**src/rtl/led_frame_ctrl_pkg.sv**
```systemverilog
// Shared encodings and sizing for the LED frame controller and its PWM/ramp helper.
package led_frame_ctrl_pkg;

   localparam int ROWS        = 6;
   localparam int PWM_STEPS   = 8;
   localparam int RAMP_FRAMES = 16;
   localparam int SWEEP_DIV   = 4;
   localparam int LED_COUNT   = 75;
   localparam int NUM_IDX     = 0;
   localparam int CAPS_IDX    = 27;
   localparam int SCRL_IDX    = 13;

   localparam logic [2:0] PHASE_LAST     = 3'(ROWS - 1);
   localparam logic [3:0] LEVEL_MAX      = 4'(PWM_STEPS);
   localparam logic [2:0] PWM_LAST       = 3'(PWM_STEPS - 1);
   localparam logic [3:0] RAMP_LAST      = 4'(RAMP_FRAMES - 1);
   localparam logic [1:0] SWEEP_DIV_LAST = 2'(SWEEP_DIV - 1);
   localparam logic [6:0] SWEEP_POS_LAST = 7'(LED_COUNT - 1);

   typedef logic [LED_COUNT-1:0] led_t;

   typedef enum logic [1:0] {
      MODE_OFF      = 2'd0,
      MODE_STATIC   = 2'd1,
      MODE_REACTIVE = 2'd2,
      MODE_SWEEP    = 2'd3
   } mode_e;

   typedef enum logic [1:0] {
      ST_RUN     = 2'd0,
      ST_SUSPEND = 2'd1,
      ST_RAMP    = 2'd2
   } state_e;

   function automatic logic [3:0] sat_level(input logic [3:0] b);
      return (b > LEVEL_MAX) ? LEVEL_MAX : b;
   endfunction

endpackage

```
**src/rtl/led_frame_ctrl_pwm_ramp.sv**
```systemverilog
// Per-frame brightness PWM with suspend and fade-in sequencing; drives the scan enable.
//  state      | meaning
//  ST_RUN     | level follows saturated brightness each frame
//  ST_SUSPEND | host asleep: drive off, level held at 0
//  ST_RAMP    | fade-in: level +1 every RAMP_FRAMES frames up to target
module led_pwm_ramp
   import led_frame_ctrl_pkg::*;
(
   input  logic       clk_scan,
   input  logic       reset,
   input  logic       frame_tick_i,
   input  logic [3:0] brightness_i,
   input  logic       suspend_i,
   output logic       enabled_o,
   output logic       suspended_o
);

   state_e     state_q, state_d;
   logic [3:0] level_q, level_d;
   logic [2:0] pwm_q, pwm_d;
   logic [3:0] ramp_q, ramp_d;
   logic       enabled_q, enabled_d;
   logic [3:0] target;

   always_comb begin
      state_d = state_q;
      level_d = level_q;
      pwm_d   = pwm_q;
      ramp_d  = ramp_q;
      target  = sat_level(brightness_i);

      if (frame_tick_i) begin
         pwm_d = (pwm_q == PWM_LAST) ? 3'd0 : pwm_q + 3'd1;
      end

      case (state_q)
         ST_RUN: begin
            if (suspend_i) begin
               state_d = ST_SUSPEND;
               level_d = 4'd0;
            end else if (frame_tick_i) begin
               level_d = target;
            end
         end
         ST_SUSPEND: begin
            level_d = 4'd0;
            if (!suspend_i) begin
               state_d = ST_RAMP;
               ramp_d  = RAMP_LAST;
            end
         end
         ST_RAMP: begin
            if (suspend_i) begin
               state_d = ST_SUSPEND;
               level_d = 4'd0;
            end else if (frame_tick_i) begin
               if (target <= level_q) begin
                  level_d = target;
                  state_d = ST_RUN;
               end else if (ramp_q == 4'd0) begin
                  level_d = level_q + 4'd1;
                  ramp_d  = RAMP_LAST;
               end else begin
                  ramp_d = ramp_q - 4'd1;
               end
            end
         end
         default: state_d = ST_RAMP;
      endcase

      // Built from next-state values so the enable lines up with the state it reflects.
      enabled_d = (state_d != ST_SUSPEND) && ({1'b0, pwm_d} < level_d);
   end

   always_ff @(posedge clk_scan or posedge reset) begin
      if (reset) begin
         state_q   <= ST_RAMP;
         level_q   <= 4'd0;
         pwm_q     <= 3'd0;
         ramp_q    <= RAMP_LAST;
         enabled_q <= 1'b0;
      end else begin
         state_q   <= state_d;
         level_q   <= level_d;
         pwm_q     <= pwm_d;
         ramp_q    <= ramp_d;
         enabled_q <= enabled_d;
      end
   end

   assign enabled_o   = enabled_q;
   assign suspended_o = (state_q == ST_SUSPEND);

endmodule

```
**src/rtl/led_frame_ctrl.sv**
```systemverilog
// Frame-level controller for the 6-row LED scan engine: mode handshake, sweep,
// lock overlay and tear-free frame composition; brightness handled by led_pwm_ramp.
module led_frame_ctrl
   import led_frame_ctrl_pkg::*;
(
   input  logic                 clk_scan,
   input  logic                 reset,
   input  logic [LED_COUNT-1:0] key_state_i,
   input  logic [2:0]           lock_leds_i,
   input  logic [3:0]           brightness_i,
   input  logic                 suspend_i,
   input  logic                 mode_req_i,
   input  logic [1:0]           mode_in_i,
   output logic                 mode_ack_o,
   output logic [LED_COUNT-1:0] led_matrix_o,
   output logic                 enabled_o
);

   logic [2:0] phase_q, phase_d;
   mode_e      mode_q, mode_d;
   logic [6:0] sweep_pos_q, sweep_pos_d;
   logic [1:0] sweep_div_q, sweep_div_d;
   led_t       led_q, led_d;
   led_t       lit;
   logic       frame_tick;
   logic       mode_apply;
   logic       suspended;
   logic       freeze;

   assign frame_tick = (phase_q == PHASE_LAST);
   assign mode_apply = frame_tick && mode_req_i;
   assign freeze     = suspend_i || suspended;

   always_comb begin
      phase_d     = frame_tick ? 3'd0 : phase_q + 3'd1;
      mode_d      = mode_q;
      sweep_pos_d = sweep_pos_q;
      sweep_div_d = sweep_div_q;
      led_d       = led_q;

      if (mode_apply) begin
         mode_d = mode_e'(mode_in_i);
      end

      if (frame_tick && (mode_d == MODE_SWEEP)) begin
         if (mode_q != MODE_SWEEP) begin
            sweep_pos_d = 7'd0;
            sweep_div_d = 2'd0;
         end else if (sweep_div_q == SWEEP_DIV_LAST) begin
            sweep_div_d = 2'd0;
            sweep_pos_d = (sweep_pos_q == SWEEP_POS_LAST) ? 7'd0 : sweep_pos_q + 7'd1;
         end else begin
            sweep_div_d = sweep_div_q + 2'd1;
         end
      end

      // Compose with the mode being applied this tick so a new mode shows next frame.
      case (mode_d)
         MODE_OFF:      lit = '0;
         MODE_STATIC:   lit = '1;
         MODE_REACTIVE: lit = key_state_i;
         MODE_SWEEP:    lit = led_t'(1) << sweep_pos_d;
         default:       lit = '0;
      endcase
      lit[NUM_IDX]  = lit[NUM_IDX]  | lock_leds_i[0];
      lit[CAPS_IDX] = lit[CAPS_IDX] | lock_leds_i[1];
      lit[SCRL_IDX] = lit[SCRL_IDX] | lock_leds_i[2];

      if (frame_tick && !freeze) begin
         led_d = ~lit;
      end
   end

   always_ff @(posedge clk_scan or posedge reset) begin
      if (reset) begin
         phase_q     <= 3'd0;
         mode_q      <= MODE_STATIC;
         sweep_pos_q <= 7'd0;
         sweep_div_q <= 2'd0;
         led_q       <= '1;
      end else begin
         phase_q     <= phase_d;
         mode_q      <= mode_d;
         sweep_pos_q <= sweep_pos_d;
         sweep_div_q <= sweep_div_d;
         led_q       <= led_d;
      end
   end

   led_pwm_ramp u_pwm_ramp (
      .clk_scan     (clk_scan),
      .reset        (reset),
      .frame_tick_i (frame_tick),
      .brightness_i (brightness_i),
      .suspend_i    (suspend_i),
      .enabled_o    (enabled_o),
      .suspended_o  (suspended)
   );

   assign mode_ack_o   = mode_apply;
   assign led_matrix_o = led_q;

endmodule
```
**config.mk**
```make
export PLATFORM = sky130hd
export DESIGN_NAME = led_frame_ctrl
export DESIGN_NICKNAME = d
export VERILOG_FILES = /design/src/rtl/led_frame_ctrl_pkg.sv /design/src/rtl/led_frame_ctrl_pwm_ramp.sv /design/src/rtl/led_frame_ctrl.sv
export SDC_FILE = /design/constraint.sdc
export NUM_CORES = 1
export LEC_CHECK = 0
export ABC_AREA = 0
export BUFFER_PORTS_ARGS = -buffer_cell sky130_fd_sc_hd__buf_2
export CAP_MARGIN = 20
export CORE_ASPECT_RATIO = 0.8
export CORE_MARGIN = 1.5
export CORE_UTILIZATION = 58
export CTS_CLUSTER_SIZE = 12
export DETAILED_ROUTE_END_ITERATION = 10
export PLACE_DENSITY = 0.87
export SYNTH_ARGS = -nofsm -noshare
export SYNTH_HDL_FRONTEND = slang
export SYNTH_HIERARCHICAL = 1
export SYNTH_SLANG_ARGS = --single-unit
```
**constraint.sdc**
```tcl
create_clock -name clk_scan -period 6 [get_ports clk_scan]
set_input_delay 0.6 -clock clk_scan [delete_from_list [all_inputs] [get_ports clk_scan]]
set_output_delay 0.6 -clock clk_scan [all_outputs]
set_load 0.05 [all_outputs]
```
* Word level (Yosys, flattened, before mapping)
Cells that the tools add are included.
** Storage, ports and cells
- Register bits after elaboration :: 103
- Input port bits :: 88
- Output and inout port bits :: 77
- Logic and storage cells :: 81
** Operators by class
- $add $sub $neg :: 6
- $lt $le $gt $ge :: 3
- Eq/ne operators :: 15
- Shifts and indexed selects :: 1
- Mux-type cells :: 31
- Bitwise gates (word level) :: 4
- Reductions and logical operators :: 11
** Operators with widths (number)
- one-hot mux 75 bit (4 select lines) :: 1
- inverter 75 bit :: 1
- left shift 1 x 7 -> 75 bit (first input constant) :: 1
- two-way mux 4 bit :: 12
- two-way mux 7 bit :: 4
- two-way mux 2 bit :: 8
- one-hot mux 4 bit (3 select lines) :: 1
- inequality test 2 bit (second input constant) :: 5
- two-way mux 3 bit :: 3
- == test 2 bit (second input constant) :: 4
- one-hot mux 4 bit (2 select lines) :: 1
- adder 7 x 1 -> 7 bit (second input constant) :: 1
- == test 7 bit (second input constant) :: 1
- adder 3 x 1 -> 3 bit (second input constant) :: 2
- == test 3 bit (second input constant) :: 2
- one-hot mux 2 bit (3 select lines) :: 1
- AND reduction 5 bit :: 1
- adder 4 x 1 -> 4 bit (second input constant) :: 1
- == test 2 x 1 -> 1 bit (second input constant) :: 2
- > comparator 4 bit (second input constant) :: 1
- less-or-equal comparator 4 bit :: 1
- logical AND 1 bit :: 4
- logical NOT 2 bit :: 2
- logical NOT 4 bit :: 1
- 8 further kinds :: 10

* Logic depth before layout (Yosys ltp)
- Depth in word-level cells :: 10
- Depth in mapped cells :: 12
- Gate-level depth less buffers :: 11

* Modules after synthesis
The synthesis kept the hierarchy.
** By module, submodules not included
- led_frame_ctrl :: instances 1, cells each 519, area each 4986.0 µm², sequential area each 2322.2 µm²
- led_pwm_ramp :: instances 1, cells each 128, area each 1192.4 µm², sequential area each 356.6 µm²

* Worst setup path before layout
No wires, ideal clock.
- Path kind :: input port to flip-flop
- Start point :: input port brightness_i[1]
- End point :: register u_pwm_ramp.enabled_q (netlist: u_pwm_ramp/enabled_o)
- Library setup time :: 0.065 ns
- Arrival :: 2.778 ns
- Required time :: 5.935 ns
- Path slack :: 3.157 ns
- Cell stages on the path :: 11
- Path buffers :: 0
- Path through :: nor2b_1 ha_1 nor2b_1 o41a_2 and3_1 o21ai_1 o21a_1 ha_1 or2_1 a41oi_1 a31o_1
** On the way
- Longest elaborated chain between the ends :: 9
- Elaborated cells between the ends (all ways) :: 16
- Those cells by class :: order compare (3); eq/ne (1); mux (11); reduce/logical (1)
** Ends and longest elaborated chain
- start: declaration :: line led_frame_ctrl.sv:10 : input logic [3:0] brightness_i,
- > comparator 4 bit :: line led_frame_ctrl_pkg.sv:36 : return (b > LEVEL_MAX) ? LEVEL_MAX : b;
- two-way mux 4 bit (*) :: line led_frame_ctrl_pkg.sv:36
- less-or-equal comparator 4 bit :: line led_frame_ctrl_pwm_ramp.sv:57 : if (target <= level_q) begin
- two-way mux 4 bit / two-way mux 2 bit (equally long branches) :: line led_frame_ctrl_pwm_ramp.sv:57
- two-way mux 4 bit / two-way mux 2 bit (equally long branches) :: line led_frame_ctrl_pwm_ramp.sv:56 : end else if (frame_tick_i) begin
- two-way mux 4 bit / two-way mux 2 bit (equally long branches) :: line led_frame_ctrl_pwm_ramp.sv:53 : if (suspend_i) begin
- one-hot mux 4 bit (3 select lines) / one-hot mux 2 bit (3 select lines) (equally long branches) :: line led_frame_ctrl_pwm_ramp.sv:36 : case (state_q)
- less-than comparator 3 x 4 -> 1 bit / inequality test 2 x 1 -> 1 bit (equally long branches) :: line led_frame_ctrl_pwm_ramp.sv:72 : enabled_d = (state_d != ST_SUSPEND) && ({1'b0, pwm_d} < level_d);
- logical AND 1 bit (*) :: line led_frame_ctrl_pwm_ramp.sv:72
- net u_pwm_ramp.enabled_d :: line led_frame_ctrl_pwm_ramp.sv:22 : logic enabled_q, enabled_d;
- end signal: assignment :: line led_frame_ctrl_pwm_ramp.sv:87 : enabled_q <= enabled_d;
- end: declaration :: line led_frame_ctrl_pwm_ramp.sv:22
Mark *: on every way through the listed nets, which the timed path passes. The rest lies on a longest branch.
A chain may end at the register's enable or synchronous reset.

* Worst setup path in the final report
- Start point :: register phase_q[1]
- End point :: register led_q[22] (netlist: led_matrix_o[22])
** On the way
- Longest elaborated chain between the ends :: 9
- Elaborated cells between the ends (all ways) :: 13
- Those cells by class :: eq/ne (4); shift (1); mux (3); bitwise (1); reduce/logical (4)
** Ends and longest elaborated chain
- start: declaration :: line led_frame_ctrl.sv:19 : logic [2:0] phase_q, phase_d;
- start signal: assignment :: line led_frame_ctrl.sv:82 : phase_q <= phase_d;
- == test 3 bit (*) :: line led_frame_ctrl.sv:30 : assign frame_tick = (phase_q == PHASE_LAST);
- net frame_tick :: line led_frame_ctrl.sv:25 : logic frame_tick;
- logical AND 1 bit :: line led_frame_ctrl.sv:31 : assign mode_apply = frame_tick && mode_req_i;
- two-way mux 2 bit :: line led_frame_ctrl.sv:41 : if (mode_apply) begin
- == test 2 bit :: line led_frame_ctrl.sv:45, led_frame_ctrl.sv:58
- logical AND 1 bit :: line led_frame_ctrl.sv:45 : if (frame_tick && (mode_d == MODE_SWEEP)) begin
- two-way mux 7 bit :: line led_frame_ctrl.sv:45
- left shift 1 x 7 -> 75 bit :: line led_frame_ctrl.sv:62 : MODE_SWEEP: lit = led_t'(1) << sweep_pos_d;
- one-hot mux 75 bit (4 select lines) :: line led_frame_ctrl.sv:58 : case (mode_d)
- inverter 75 bit :: line led_frame_ctrl.sv:70 : led_d = ~lit;
- end signal: assignment :: line led_frame_ctrl.sv:86 : led_q <= led_d;
- end: declaration :: line led_frame_ctrl.sv:23 : led_t led_q, led_d;
Marked as above.

==> results.py <==
metrics = {
    "floorplan": {
        "die-width_um": 118,
        "core_area_um2": 10300,
        "io_pins": 165,
        "die_y_um": 95.3,
        "initial_core_util_pct": 59.9,
        "rows": 33,
        "dieArea_um2": 11300,
    },
    "clocking": {
        "cts_max_path_buffers": 2,
        "cts-buffers-inserted": 9,
        "post_cts_buffers": 0,
        "clk_latency_ns": 0.36,
        "cts_hold_buf": 0,
        "cts_resized": 0,
        "root_buffer": "clkbuf_16",
        "clk_pin_slew_ns": 0.07,
        "cts_tree": "built",
        "cts.sinks": 103,
        "h-tree-depth": 3,
    },
    "timing": {
        "fmax_mhz": 286,
        "postLayoutSetupSlackWorst_ns": 2.51,
        "worst_pin_slew_ns": 1.03,
        "hold_viol": 0,
        "max-slew-margin-rel_pct": 31.2,
        "finalSetupViolCount": 0,
        "layout_min_cycle_time_ns": 3.49,
        "min_period_over_period_pct": 58.2,
        "drv_slew": 0,
        "rsz0062_at_grt": "false",
        "final.setup_skew_ns": 0.0105,
        "setup_tns_ns": 0,
    },
    "worst_setup_path": {
        "cp_max_fo": 22,
        "critPathCaptureType": "flip-flop",
        "crit_path_start_kind": "flip-flop",
        "cp.arrival_ns": 3.75,
        "required_ns": 6.25,
        "crit_buf_inv": 1,
        "critPathTopFamily": "simple AND/OR/NAND/NOR gates",
        "worstPathCellList": "nand3b_1 -> inv_1 -> o32ai_1 -> nor4_1 -> o21a_1 -> and2_1 -> a31oi_1",
        "cpPeakStageDelay_ns": 0.66,
        "critPathSlowestCell": "inv_1",
        "criticalPathCategory": "reg2reg",
    },
    "layout": {
        "final_nets": 882,
        "layout-drive-gt1-share_pct": 39.8,
        "area.growth.synth_to_final_pct": 18.6,
        "diodes": 0,
        "utilization_pct": 71.0,
    },
    "synth": {
        "ys_types": 85,
        "syn_inst": 647,
        "synth-edff-count": 0,
        "yosysTopAreaCell": "dfstp_2",
        "synthTopCellsByCount": "136 x a21oi_1, 81 x dfstp_2, 72 x a211oi_1, 33 x nor2_1, 25 x clkbuf_1",
        "yosysWarnings": 6,
        "synth_area_um2": 6180,
        "synth_nets": 748,
        "synth_top_area_share_pct": 34.4,
        "ys_ff_latch": 103,
        "yosysMostFrequentCell": "a21oi_1",
        "seq_area_frac_synth_pct": 43.4,
        "synth_area_leaders": "dfstp_2 34%, a21oi_1 11%, dfrtp_1 8.9%",
        "ys.flop_type": "dfstp_2",
        "syn_avg_cell_area_um2": 9.55,
        "synthArstFlopShare_pct": 100,
    },
    "global_routing": {
        "grt.overflow.total": 0,
        "first_global_vias": 5654,
        "grt_pass1_wl_um": 29100,
        "grt_max_degree": 113,
        "antenna_found_initial": 0,
        "grt.total_usage_pct": 33.0,
    },
    "pwr": {
        "peakVddDrop_v": 0.000235,
        "power_density_nw_per_um2": 334,
        "power_mw": 2.45,
        "p_leak_nw": 3.09,
    },
    "detailed_routing": {
        "routedWlPerCell_um": 20.9,
        "drt_iter0_markers": 697,
        "via_per_inst": 6.67,
        "num_vias": 6173,
        "dr.pass1.iters": 8,
        "drtAntennaViolNets": 0,
        "drc": 0,
        "drt-total-wl_um": 19300,
    },
    "placed_design": {
        "dp_slack_ns": 2.66,
        "dpl.hpwl_um": 13300,
        "gp_congestion": 1.01,
        "port_buffers": 164,
    },
    "outcome": {
        "outcome": "finished clean",
    },
    "worst_hold_path": {
        "hold_path.class": "in2async",
    },
    "run": {
        "maxCapViolCount": 0,
    },
}
==> stage by stage <==
step	hold WS, ns	std cells	instance area [um^2]
detailed placement	0.470	909	7010
global placement	0.465	909	7010
global route	0.255	926	7330
finish	0.243	926	7330
CTS	0.315	925	7300
floorplan	0.443	647	6180
==> layout by cell type, fill, tap and decap left out, drive strengths merged, types with 7 or more instances in the layout <==
cell | netlist | routed
a211oi | 72 | 72
a21oi | 138 | 138
a31oi | 21 | 21
and2 | 9 | 9
buf | 21 | 169
clkbuf | 25 | 9
dfrtp | 22 | 22
dfstp | 81 | 81
ha | 13 | 13
inv | 21 | 23
mux2 | 7 | 7
nand2 | 16 | 16
nand3 | 9 | 9
nor2 | 37 | 37
nor2b | 10 | 10
nor3 | 20 | 20
nor3b | 7 | 7
nor4 | 7 | 7
o211ai | 7 | 7
o21ai | 14 | 14
o22ai | 7 | 7
==> sequential cells by signal, indices dropped and copies added (netlist names) <==
name and count:
sweep_pos_q 7, phase_q 3, u_pwm_ramp/level_q 4, led_matrix_o 75
mode_q 2, u_pwm_ramp/ramp_q 4, sweep_div_q 2, u_pwm_ramp/pwm_q 3
u_pwm_ramp/enabled_o 1, u_pwm_ramp/state_q 2
==> worst min-delay path, delay by kind of cell <==
family	cells	cell delay, ns
buffers and inverters	3	0.36
==> area by class of cell <==
| cell class | instances | area [um^2] |
|---|---|---|
| well taps | 140 | 175 |
| flip-flops and latches | 103 | 2680 |
| repair buffers | 169 | 878 |
| clock inverters | 7 | 65.1 |
| inverters | 21 | 80.1 |
| multi-input cells | 477 | 3220 |
| fillers | 779 | 3000 |
| clock buffers | 9 | 225 |
==> per-layer routing <==
layer,share of wire (%),vias up,track usage [%]
met5,0,-,0
met4,3.0,0,13.7
met3,10,55,8.19
met2,45,423,51.4
met1,42,2950,44.7
li1,-,2745,-
==> report_power, final <==
| group | internal [mW] | switching [mW] |
|---|---|---|
| Combinational | 0.208 | 0.653 |
| Clock | 0.291 | 0.294 |
| Sequential | 0.906 | 0.0940 |
==> logic make-up (layout without fill, tap and decap cells) <==
family	Yosys count	after routing	share of synthesized area, %
compound gates	299	299	31.5
xor+xnor	3	3	0.425
fa+ha+maj	13	13	2.63
buf+inv	67	206	4.68
flops	103	103	43.4
mux	12	12	2.09
simple gates	150	150	15.3
==> worst paths after layout <==
kind                                      from                to  slack [ns]  cells after the start
min in group clk_scan           lock_leds_i[1]  led_matrix_o[27]        0.48                      4
worst max register to register      phase_q[1]  led_matrix_o[22]        2.51                      7
worst min register to register  sweep_div_q[1]    sweep_div_q[1]        0.48                      2
worst min-delay path                     reset         mode_q[1]        0.24                      3
worst max-delay path                phase_q[1]  led_matrix_o[22]        2.51                      7
max in group asynchronous                reset  led_matrix_o[65]        5.10                      4
(Power assumes the default switching activity.)
